## config.mk

```make
export PLATFORM = sky130hd
export DESIGN_NAME = mem_arbiter_flat
export DESIGN_NICKNAME = d
export VERILOG_FILES = /design/src/rtl/mem_arbiter_if.sv /design/src/rtl/mem_arbiter.sv /design/src/flat_wrapper.sv
export SDC_FILE = /design/constraint.sdc
export NUM_CORES = 1
export LEC_CHECK = 0
export CORE_MARGIN = 5
export CORE_UTILIZATION = 41
export DETAILED_ROUTE_END_ITERATION = 12
export PLACE_DENSITY_LB_ADDON = 0.25
export SYNTH_ARGS = -nofsm -noshare
export SYNTH_HDL_FRONTEND = slang
export SYNTH_SLANG_ARGS = --single-unit
```

## constraint.sdc

```tcl
create_clock -name clk_i -period 7.6 [get_ports clk_i]
set_clock_uncertainty 0.15 [all_clocks]
set_input_delay 2.28 -clock clk_i [delete_from_list [all_inputs] [get_ports clk_i]]
set_output_delay 2.28 -clock clk_i [all_outputs]
set_load 0.01 [all_outputs]
```

## src/rtl/mem_arbiter_if.sv

```systemverilog
// Bundles the IF and data requester ports, the external memory port, and the stall/error status.
// The arbiter connects through the slave modport. The environment driving it connects through the master modport.
interface mem_arbiter_if;
  logic        if_req_i;
  logic [31:0] if_addr_i;
  logic [31:0] if_data_o;
  logic        if_ack_o;

  logic        dm_req_i;
  logic        dm_we_i;
  logic [31:0] dm_addr_i;
  logic [31:0] dm_wdata_i;
  logic [31:0] dm_rdata_o;
  logic        dm_ack_o;

  logic        mem_enable_o;
  logic        mem_write_o;
  logic [31:0] mem_addr_o;
  logic [31:0] mem_data_o;
  logic [31:0] mem_data_i;
  logic        mem_ack_i;

  logic        stall_o;
  logic        err_o;

  modport slave (
    input  if_req_i, if_addr_i,
    input  dm_req_i, dm_we_i, dm_addr_i, dm_wdata_i,
    input  mem_data_i, mem_ack_i,
    output if_data_o, if_ack_o,
    output dm_rdata_o, dm_ack_o,
    output mem_enable_o, mem_write_o, mem_addr_o, mem_data_o,
    output stall_o, err_o
  );

  modport master (
    output if_req_i, if_addr_i,
    output dm_req_i, dm_we_i, dm_addr_i, dm_wdata_i,
    output mem_data_i, mem_ack_i,
    input  if_data_o, if_ack_o,
    input  dm_rdata_o, dm_ack_o,
    input  mem_enable_o, mem_write_o, mem_addr_o, mem_data_o,
    input  stall_o, err_o
  );
endinterface

```

## src/rtl/mem_arbiter.sv

```systemverilog
// Shares one multi-cycle memory port between instruction fetch and data access.
// Data accesses win ties, IF gets a starvation guard, and a watchdog aborts accesses to a hung memory.
module mem_arbiter #(
    parameter int unsigned STARVE_LIMIT = 4,
    parameter int unsigned TIMEOUT      = 255
) (
    input logic          clk_i,
    input logic          rst_i,
    mem_arbiter_if.slave bus
);

    typedef enum logic [1:0] {IDLE, BUSY_I, BUSY_D} state_t;

    localparam logic [3:0] STREAK_MAX = 4'(STARVE_LIMIT);
    localparam logic [7:0] TMO_MAX    = 8'(TIMEOUT);

    state_t      state_q, state_d;
    logic [3:0]  streak_q, streak_d;
    logic [7:0]  tmo_q, tmo_d;
    logic        mem_enable_q, mem_enable_d;
    logic        mem_write_q, mem_write_d;
    logic [31:0] mem_addr_q, mem_addr_d;
    logic [31:0] mem_data_q, mem_data_d;
    logic [31:0] if_data_q, if_data_d;
    logic [31:0] dm_rdata_q, dm_rdata_d;
    logic        if_ack_q, if_ack_d;
    logic        dm_ack_q, dm_ack_d;
    logic        err_q, err_d;

    logic        if_elig, dm_elig, grant_d, grant_i, owner_d;
    logic [7:0]  tmo_inc;

    always_ff @(posedge clk_i or negedge rst_i) begin
        if (!rst_i) begin
            state_q      <= IDLE;
            streak_q     <= '0;
            tmo_q        <= '0;
            mem_enable_q <= 1'b0;
            mem_write_q  <= 1'b0;
            mem_addr_q   <= '0;
            mem_data_q   <= '0;
            if_data_q    <= '0;
            dm_rdata_q   <= '0;
            if_ack_q     <= 1'b0;
            dm_ack_q     <= 1'b0;
            err_q        <= 1'b0;
        end else begin
            state_q      <= state_d;
            streak_q     <= streak_d;
            tmo_q        <= tmo_d;
            mem_enable_q <= mem_enable_d;
            mem_write_q  <= mem_write_d;
            mem_addr_q   <= mem_addr_d;
            mem_data_q   <= mem_data_d;
            if_data_q    <= if_data_d;
            dm_rdata_q   <= dm_rdata_d;
            if_ack_q     <= if_ack_d;
            dm_ack_q     <= dm_ack_d;
            err_q        <= err_d;
        end
    end

    always_comb begin
        state_d      = state_q;
        streak_d     = streak_q;
        tmo_d        = tmo_q;
        mem_enable_d = mem_enable_q;
        mem_write_d  = mem_write_q;
        mem_addr_d   = mem_addr_q;
        mem_data_d   = mem_data_q;
        if_data_d    = if_data_q;
        dm_rdata_d   = dm_rdata_q;
        if_ack_d     = 1'b0;
        dm_ack_d     = 1'b0;
        err_d        = err_q;
        owner_d      = (state_q == BUSY_D);
        tmo_inc      = tmo_q + 8'd1;

        // A requester in its ack cycle is still showing the request it just had served
        if_elig = bus.if_req_i & ~if_ack_q;
        dm_elig = bus.dm_req_i & ~dm_ack_q;
        grant_d = dm_elig & ~(if_elig & (streak_q == STREAK_MAX));
        grant_i = if_elig & ~grant_d;

        case (state_q)
            IDLE: begin
                if (grant_d) begin
                    state_d      = BUSY_D;
                    mem_enable_d = 1'b1;
                    mem_write_d  = bus.dm_we_i;
                    mem_addr_d   = bus.dm_addr_i;
                    mem_data_d   = bus.dm_we_i ? bus.dm_wdata_i : '0;
                    tmo_d        = '0;
                    if (bus.if_req_i)
                        streak_d = (streak_q == STREAK_MAX) ? STREAK_MAX : streak_q + 4'd1;
                    else
                        streak_d = '0;
                end else if (grant_i) begin
                    state_d      = BUSY_I;
                    mem_enable_d = 1'b1;
                    mem_write_d  = 1'b0;
                    mem_addr_d   = bus.if_addr_i;
                    mem_data_d   = '0;
                    tmo_d        = '0;
                    streak_d     = '0;
                end
            end
            BUSY_I, BUSY_D: begin
                // A memory ack in the same cycle the watchdog expires completes the access normally
                if (bus.mem_ack_i) begin
                    state_d      = IDLE;
                    mem_enable_d = 1'b0;
                    mem_write_d  = 1'b0;
                    if (owner_d) begin
                        dm_rdata_d = bus.mem_data_i;
                        dm_ack_d   = 1'b1;
                    end else begin
                        if_data_d  = bus.mem_data_i;
                        if_ack_d   = 1'b1;
                    end
                end else if (tmo_inc == TMO_MAX) begin
                    state_d      = IDLE;
                    mem_enable_d = 1'b0;
                    mem_write_d  = 1'b0;
                    err_d        = 1'b1;
                    tmo_d        = tmo_inc;
                    if (owner_d) begin
                        dm_rdata_d = '0;
                        dm_ack_d   = 1'b1;
                    end else begin
                        if_data_d  = '0;
                        if_ack_d   = 1'b1;
                    end
                end else begin
                    tmo_d = tmo_inc;
                end
            end
            default: state_d = IDLE;
        endcase
    end

    assign bus.mem_enable_o = mem_enable_q;
    assign bus.mem_write_o  = mem_write_q;
    assign bus.mem_addr_o   = mem_addr_q;
    assign bus.mem_data_o   = mem_data_q;
    assign bus.if_data_o    = if_data_q;
    assign bus.if_ack_o     = if_ack_q;
    assign bus.dm_rdata_o   = dm_rdata_q;
    assign bus.dm_ack_o     = dm_ack_q;
    assign bus.err_o        = err_q;
    assign bus.stall_o      = (bus.if_req_i & ~if_ack_q) | (bus.dm_req_i & ~dm_ack_q);

endmodule

```

## src/flat_wrapper.sv

```systemverilog
// flat-port wrapper written by rule: the top's interface ports become plain ports
module mem_arbiter_flat 
#(
    parameter int unsigned STARVE_LIMIT = 4,
    parameter int unsigned TIMEOUT      = 255
)
  (clk_i, rst_i, bus_if_req_i, bus_if_addr_i, bus_dm_req_i, bus_dm_we_i, bus_dm_addr_i, bus_dm_wdata_i, bus_mem_data_i, bus_mem_ack_i, bus_if_data_o, bus_if_ack_o, bus_dm_rdata_o, bus_dm_ack_o, bus_mem_enable_o, bus_mem_write_o, bus_mem_addr_o, bus_mem_data_o, bus_stall_o, bus_err_o);
  mem_arbiter_if bus_i ();
  input logic clk_i;
  input logic rst_i;
  input wire logic [$bits(bus_i.if_req_i)-1:0] bus_if_req_i;
  input wire logic [$bits(bus_i.if_addr_i)-1:0] bus_if_addr_i;
  input wire logic [$bits(bus_i.dm_req_i)-1:0] bus_dm_req_i;
  input wire logic [$bits(bus_i.dm_we_i)-1:0] bus_dm_we_i;
  input wire logic [$bits(bus_i.dm_addr_i)-1:0] bus_dm_addr_i;
  input wire logic [$bits(bus_i.dm_wdata_i)-1:0] bus_dm_wdata_i;
  input wire logic [$bits(bus_i.mem_data_i)-1:0] bus_mem_data_i;
  input wire logic [$bits(bus_i.mem_ack_i)-1:0] bus_mem_ack_i;
  output wire logic [$bits(bus_i.if_data_o)-1:0] bus_if_data_o;
  output wire logic [$bits(bus_i.if_ack_o)-1:0] bus_if_ack_o;
  output wire logic [$bits(bus_i.dm_rdata_o)-1:0] bus_dm_rdata_o;
  output wire logic [$bits(bus_i.dm_ack_o)-1:0] bus_dm_ack_o;
  output wire logic [$bits(bus_i.mem_enable_o)-1:0] bus_mem_enable_o;
  output wire logic [$bits(bus_i.mem_write_o)-1:0] bus_mem_write_o;
  output wire logic [$bits(bus_i.mem_addr_o)-1:0] bus_mem_addr_o;
  output wire logic [$bits(bus_i.mem_data_o)-1:0] bus_mem_data_o;
  output wire logic [$bits(bus_i.stall_o)-1:0] bus_stall_o;
  output wire logic [$bits(bus_i.err_o)-1:0] bus_err_o;
  assign bus_i.if_req_i = bus_if_req_i;
  assign bus_i.if_addr_i = bus_if_addr_i;
  assign bus_i.dm_req_i = bus_dm_req_i;
  assign bus_i.dm_we_i = bus_dm_we_i;
  assign bus_i.dm_addr_i = bus_dm_addr_i;
  assign bus_i.dm_wdata_i = bus_dm_wdata_i;
  assign bus_i.mem_data_i = bus_mem_data_i;
  assign bus_i.mem_ack_i = bus_mem_ack_i;
  assign bus_if_data_o = bus_i.if_data_o;
  assign bus_if_ack_o = bus_i.if_ack_o;
  assign bus_dm_rdata_o = bus_i.dm_rdata_o;
  assign bus_dm_ack_o = bus_i.dm_ack_o;
  assign bus_mem_enable_o = bus_i.mem_enable_o;
  assign bus_mem_write_o = bus_i.mem_write_o;
  assign bus_mem_addr_o = bus_i.mem_addr_o;
  assign bus_mem_data_o = bus_i.mem_data_o;
  assign bus_stall_o = bus_i.stall_o;
  assign bus_err_o = bus_i.err_o;
  mem_arbiter #(.STARVE_LIMIT(STARVE_LIMIT), .TIMEOUT(TIMEOUT)) u_core (.clk_i(clk_i), .rst_i(rst_i), .bus(bus_i));
endmodule
```

* Yosys cells after proc, flatten, opt, wreduce, memory -nomap -nowiden
Index checks and enable logic that the tools add are counted.
Word-level totals: bits in registers 147, input bits 134, output and inout port bits 134, logic and storage cells 87
Operators by class: $add $sub $neg 2, equal/unequal tests 7, reduce and logical (&&, ||, !) cells 12, muxes and demuxes 42, bitwise gates (word level) 12
Operator list (count):
- $mux W32 | 13
- $mux W8 | 3
- $mux W4 | 4
- $pmux W8 S2 | 1
- $reduce_and A3 Y1 | 5
- $mux W1 | 14
- $add A8 B1 Y8 const B | 1
- $eq A8 B8 Y1 const B | 1
- $mux W2 | 4
- $not A1 Y1 | 6
- $reduce_bool A2 Y1 | 3
- $and A1 B1 Y1 | 5
- $add A4 B1 Y4 const B | 1
- $eq A4 B3 Y1 const B | 1
- $pmux W1 S2 | 2
- $pmux W2 S2 | 1
- $reduce_and A2 Y1 | 2
- $ne A3 B1 Y1 const B | 1
- $ne A3 B2 Y1 const B | 1
- $eq A2 B1 Y1 const B | 1
- $eq A2 B2 Y1 const B | 1
- $logic_not A2 Y1 | 1
- $ne A2 B2 Y1 const B | 1
- $reduce_or A2 Y1 | 1
- $or A1 B1 Y1 | 1

* Logic depth before layout (Yosys ltp)
Gate-level depths: netlist of the first run.
depth after elaboration 10, depth in mapped cells 9, depth with buffers taken out 7

* Worst setup path before layout of the first run
Ideal clock, no wire load.
path kind input -> output, start input port bus_dm_req_i, end output port bus_stall_o, required time 5.170 ns, setup slack 2.336 ns, data arrival time 2.834 ns, buffers on the path 1, stages on the path 3, cells stage by stage nor2b_1 > or2_2 > clkbuf_1
Between the ends: word-level cells in the longest chain between the ends 2
RTL lines:
- start, declared | RTL line flat_wrapper.sv:13 | input wire logic [$bits(bus_i.dm_req_i)-1:0] bus_dm_req_i;
- $and A1 B1 Y1 | RTL line mem_arbiter.sv:151 | assign bus.stall_o = (bus.if_req_i & ~if_ack_q) | (bus.dm_req_i & ~dm_ack_q);
- $or A1 B1 Y1 | RTL line mem_arbiter.sv:151
- end, declared | RTL line flat_wrapper.sv:27 | output wire logic [$bits(bus_i.stall_o)-1:0] bus_stall_o;
Every way passes these cells.

* Final worst setup path of the first run
start input port bus_if_req_i, end output port bus_stall_o
Between the ends: word-level cells in the longest chain between the ends 2
RTL lines:
- start, declared | RTL line flat_wrapper.sv:11 | input wire logic [$bits(bus_i.if_req_i)-1:0] bus_if_req_i;
- $and A1 B1 Y1 | RTL line mem_arbiter.sv:151
- $or A1 B1 Y1 | RTL line mem_arbiter.sv:151
Every way passes these cells.

==> results of run 1 <==
[metal layers]
metal | share of wire | up-vias | global-route usage | wire length, µm
met5 | 0 | - | 0 | 0
met4 | 0.022 | 0 | 0.0716 | 396
met3 | 0.070 | 24 | 0.0749 | 1260
met2 | 0.51 | 176 | 0.346 | 9100
met1 | 0.40 | 2602 | 0.239 | 7170
li1 | - | 2379 | - | -
[Yosys cell counts]
master       n  share of area
nand4_1      3         0.0031
buf_2        1        0.00083
o21ai_0      3         0.0025
nand2_1     73          0.046
and2_1       4         0.0042
xnor2_1      2         0.0029
nor3_1       2         0.0017
buf_1        3         0.0019
o21ai_4      2         0.0054
a41oi_1      2         0.0029
ha_1         7          0.015
nand3b_1     1         0.0012
o2bb2ai_1    2         0.0029
nor2b_1      4         0.0042
dfrtp_1    147           0.61
a32o_1      66           0.11
a22o_1      35          0.051
or3_1        1         0.0010
buf_6        6          0.011
or2_2        1         0.0010
clkbuf_1    37          0.023
xor2_1       1         0.0015
inv_1        9         0.0056
and3_1       2         0.0021
a211o_1      1         0.0015
a211oi_1     1         0.0012
a21oi_1      6         0.0050
o22ai_2      1         0.0021
nor2_1      35          0.022
a21o_1       1         0.0012
a31oi_1     36          0.037
or3_4        1         0.0019
nand2b_1     4         0.0042
nand3_1      6         0.0050
a2111oi_4    1         0.0046
nand3_2      1         0.0017
or3b_2       1         0.0015
[layout make-up]
cell class,count,area (µm²)
fillers,1111,5110
flip-flops and latches,147,3680
repair buffers,272,2710
multi-input cells,306,2090
clock buffers,20,447
well taps,184,230
clock inverters,12,180
inverters,9,33.8
[placed cells by master, fill, tap and decap left out, types with 2 or more instances in the layout]
cell type	netlist	routed
clkdlybuf4s50_1	0	265
dfrtp_1	147	147
nand2_1	73	73
a32o_1	66	66
a31oi_1	36	36
nor2_1	35	35
a22o_1	35	35
clkbuf_16	0	17
inv_1	9	9
ha_1	7	7
nand3_1	6	6
a21oi_1	6	6
clkinvlp_4	0	5
buf_4	0	5
nand2b_1	4	4
bufinv_16	0	4
nor2b_1	4	3
o21ai_0	3	3
nand4_1	3	3
and2_1	4	3
xnor2_1	2	2
and3_1	2	2
o21ai_4	2	2
nor3_1	2	2
a41oi_1	2	2
o2bb2ai_1	2	2
clkbuf_1	37	2
[metrics by stage]
stage	instances	utilization
2_1_floorplan	509	-
3_3_place_gp	918	0.603
3_5_place_dp	918	0.603
4_1_cts	950	0.647
5_1_grt	950	0.647
6_report	950	0.647
[logic make-up (layout without fill, tap and decap cells)]
| group | Yosys count | in the layout |
|---|---|---|
| DFF | 147 | 147 |
| xor gates and xnor gates | 3 | 3 |
| AOI/OAI and AO/OA | 157 | 157 |
| adders and majority gates | 7 | 7 |
| buffers and inverters | 56 | 313 |
| and+or+nand+nor | 139 | 139 |
[where the power goes]
part | leakage, nW | internal [W] | switching [W] | total [W]
sequential | 1.85 | 0.00113 | 0.000200 | 0.00133
combinational | 1.82 | 0.000911 | 0.000756 | 0.00167
clock | 0.289 | 0.000559 | 0.000321 | 0.000880
[state kept, by name, summed over array words and instances (netlist names), 2 cells and up]
name                   cells
u_core.streak_q            4
u_core.bus.mem_addr_o     32
u_core.bus.mem_data_o     32
u_core.state_q             2
u_core.tmo_q               8
u_core.bus.if_data_o      32
u_core.bus.dm_rdata_o     32
[worst max-delay path, cell delays in order]
cell	delay (ns)
clkdlybuf4s50_1	0.50
nor2b_1	0.18
or2_2	0.33
clkdlybuf4s50_1	0.51
[worst max path at each step]
stage,startpoint,to,slack [ns],depth (start not counted)
2_1_floorplan,bus_dm_req_i,bus_stall_o,2.34,3
3_3_place_gp,bus_if_req_i,bus_stall_o,1.38,4
3_5_place_dp,bus_if_req_i,bus_stall_o,1.36,4
4_1_cts,bus_if_req_i,bus_stall_o,1.36,4
5_1_grt,bus_if_req_i,bus_stall_o,1.30,4
6_report,bus_if_req_i,bus_stall_o,1.36,4
==> results.md, run 1 <==
* Die X at 131 µm
* Die Ht at 131 µm
* Grt total ovfl at 0
* Final hold violation count at 0
* Initial drt markers at 252
* Hold Path Sink: u_core.bus.err_o$_DFFE_PN0P_
* Tot GR Track Use at 0.204
* Worst R2R End: u_core.bus.dm_rdata_o[29]$_DFFE_PN0P_
* Worst EP arrival at 3.81 ns
* CTS Buf Count at 17
* Unrepaired setup endpoints after global routing: false
* Xor/xnor share of the synthesized area at 0.00436
* Max Cap Violations at 0
* CORE AREA at 14,500 µm²
* Crit path kind: input port to output port
* Worst-Margin Slew at 1.19 ns
* Post-synthesis mux area share at 0
* Worst-path fanout max at 6
* Post-Syn Instances at 509
* Worst-path clk slew at 0.06 ns
* Clock root cell: clkbuf_16
* HP Start: u_core.bus.err_o$_DFFE_PN0P_
* DIE AREA at 17,200 µm²
* Final Slew Violations at 0
* Port Buf Inserts at 267
* Fmax at 160 MHz
* Largest net degree at the start of global routing at 76
* Synth Area in Compound Gates at 0.227
* Rel. slew slack at 0.202
* Dpl ws at 1.36 ns
* Final period util at 0.820
* Rows at 44
* Largest family of logic cells by synthesized area: compound AO/OA/AOI/OAI gates
* Post-synthesis net count at 650
* Post-synthesis cell type count at 37
* Vias in the first global route at 5,320
* Status: finished, final reports clean
* Routed vias/inst at 5.45
* First-pass DRT Iterations at 4
* Ports at 268
* Layout cells sized above 1 at 0.0614
* Clk buf depth at 2
* Synth Register Bits at 147
* Worst setup EP type: output port
* Post-Syn Area at 6020 µm²
* Synth Warn # at 0
* Final HPWL from detailed placement at 12,400 µm
* Placed cell areas at 8740 µm²
* Syn Area/Cell at 11.8 µm²
* CTS Hold Bufs at 0
* Post-CTS Resized at 0
* Final setup vio count at 0
* Starting Density at 0.416
* Sink Count at 147
* Max VDD drop at 0.227 mV
* DRC at 0
* TNS Setup at 0 ns
* Initial antenna violation count at 0
* Worst Reg2Reg Path Length in Cells at 6
* Ant. Diodes at 0
* Final #Nets at 894
* Routed Antenna Nets at 0
* Simple-gate share of the synthesized area at 0.100
* Worst hold stages at 1
* Total Routed Length at 17,900 µm
* PD cells at 414 nW/µm²
* Vias at 5,181
* Power after layout at 0.00387 W
* Clock Latency Late Sink at 0.42 ns
* Pleak at 3.95 nW
* Routed length per instance at 18.9 µm
* PnR worst setup slack at 1.36 ns
* Register area share after synthesis at 0.611
* WP data required at 5.17 ns
* H-tree levels at 4
* Worst reg2reg setup slack at 4.74 ns
* Reg2reg start: u_core.tmo_q[0]$_DFFE_PN0P_
* First-pass GRT wire length at 28,700 µm
* Area grow syn2layout at 55.6%
* CTS tree: done
* Gpl congestion at 0.783
* Worst min path class: flip-flop to flip-flop
* Adder-cell area share of the yosys netlist at 0.0145
* Cell area after layout at 9360 µm²
* Final Hold Slack at 0.308 ns
* Post CTS Setup Buffer Count at 0
* Worst setup SP type: input port
* Crit path time final at 6.24 ns
No activity file was read; power rests on OpenSTA's default activity.
==> run 2, diff against run 1 <==
Clock period 7.6 ns to 6.35 ns, I/O delays scaled along.
==> run 2 against run 1 <==
  * Worst setup slack got worse by 0.51 ns
  * Clock-buffer cell count increased by 1
  * Via count up 0.15%
==> results.md, run 2 (same netlist as run 1, synthesis figures left out) <==
* Status: finished, final reports clean
* Rel. slew slack at 0.152
* Sink Count at 147
* Clock root cell: clkbuf_16
* Crit path kind: input port to output port
* Clock Latency Late Sink at 0.41 ns
* Vias in the first global route at 5,327
* Routed vias/inst at 5.47
* PD cells at 499 nW/µm²
* Ports at 268
* Ant. Diodes at 0
* Placed cell areas at 8740 µm²
* Unrepaired setup endpoints after global routing: false
* Worst Reg2Reg Path Length in Cells at 6
* Worst-path fanout max at 6
* Final hold violation count at 0
* Final period util at 0.866
* Post CTS Setup Buffer Count at 0
* Hold Path Sink: u_core.bus.err_o$_DFFE_PN0P_
* Port Buf Inserts at 267
* Layout cells sized above 1 at 0.0615
* Most frequent cells in the layout: clkdlybuf4s50_1, dfrtp_1, nand2_1
* Grt total ovfl at 0
* DIE AREA at 17,200 µm²
* Worst R2R End: u_core.bus.dm_rdata_o[20]$_DFFE_PN0P_
* Routed Antenna Nets at 0
* Worst hold stages at 1
* First-pass GRT wire length at 29,000 µm
* Worst setup SP type: input port
* Worst EP arrival at 3.44 ns
* Finished Layout Cells at 948
* Die Ht at 131 µm
* Final Hold Slack at 0.308 ns
* Final Slew Violations at 0
* Clk buf depth at 2
* Vias at 5,189
* Final HPWL from detailed placement at 12,500 µm
* TNS Setup at 0 ns
* Final setup vio count at 0
* Largest net degree at the start of global routing at 97
* WP data required at 4.30 ns
* Gpl congestion at 0.779
* Routed length per instance at 18.9 µm
* First-pass DRT Iterations at 4
* Fmax at 182 MHz
* HP Start: u_core.bus.err_o$_DFFE_PN0P_
* Tot GR Track Use at 0.207
* Initial drt markers at 256
* Max Cap Violations at 0
* DRC at 0
* Most common cell after layout, fill and taps aside: clkdlybuf4s50_1
* Worst reg2reg setup slack at 3.52 ns
* Worst min path class: flip-flop to flip-flop
* Cell Count Post-Placement at 918
* Post-CTS Resized at 0
* Final #Nets at 894
* Initial antenna violation count at 0
* Starting Density at 0.416
* Die X at 131 µm
* Worst-Margin Slew at 1.26 ns
* Rows at 44
* Crit path time final at 5.50 ns
* Max VDD drop at 0.233 mV
* CTS tree: done
* Total Routed Length at 18,000 µm
* H-tree levels at 4
* Reg2reg start: u_core.tmo_q[0]$_DFFE_PN0P_
* Power after layout at 0.00469 W
* Worst-path clk slew at 0.05 ns
* Pleak at 3.98 nW
* Area grow syn2layout at 56.1%
* CTS Hold Bufs at 0
* CORE AREA at 14,500 µm²
* CTS Buf Count at 17
* Worst setup EP type: output port
* Cell area after layout at 9390 µm²
[run 2: cell types whose count changed in the layout (fill, tap and decap cells not counted), sizes merged]
cell      before  now
clkinvlp       5    1
bufinv         4    5
clkbuf        20   21
clkinv         2    3
inv           10    9
[run 2: cell type report]
type / instances / area, µm²
Timing Repair Buffer: 272 / 2710
Clock buffer: 21 / 480
Fill cell: 1136 / 5080
Multi-Input combinational cell: 306 / 2090
Inverter: 9 / 33.8
Tap cell: 184 / 230
Sequential cell: 147 / 3680
Clock inverter: 9 / 176
[run 2: layer usage]
layer	up-vias	GRT usage	routed length, µm
li1	2381	-	-
met1	2577	0.245	7220
met2	195	0.350	9070
met3	36	0.0619	1190
met4	0	0.0860	470
met5	-	0	0
[run 2: critical path, stage by stage]
cell             delay (ns)
clkdlybuf4s50_1        0.51
nor2b_1                0.19
or2_2                  0.33
clkdlybuf4s50_1        0.51
[run 2: power breakdown]
group / switching [W] / leakage [nW] / total [W] / internal [W]
Clock: 0.000375 / 0.321 / 0.00111 / 0.000734
Sequential: 0.000230 / 1.85 / 0.00158 / 0.00135
Combinational: 0.000908 / 1.82 / 0.00200 / 0.00109
[run 2: worst max-delay path by stage]
| stage | from | end | slack [ns] |
|---|---|---|---|
| 6_report | bus_if_req_i | bus_stall_o | 0.85 |
| 5_1_grt | bus_if_req_i | bus_stall_o | 0.76 |
| 4_1_cts | bus_if_req_i | bus_stall_o | 0.86 |
| 3_5_place_dp | bus_if_req_i | bus_stall_o | 0.87 |
| 3_3_place_gp | bus_if_req_i | bus_stall_o | 0.88 |
| 2_1_floorplan | bus_dm_req_i | bus_stall_o | 1.84 |
[run 2: through the flow]
step | setup slack [ns] | util
3_5_place_dp | 0.870 | 0.603
3_3_place_gp | 0.878 | 0.603
4_1_cts | 0.863 | 0.649
2_1_floorplan | 1.84 | -
5_1_grt | 0.764 | 0.649
6_report | 0.851 | 0.649
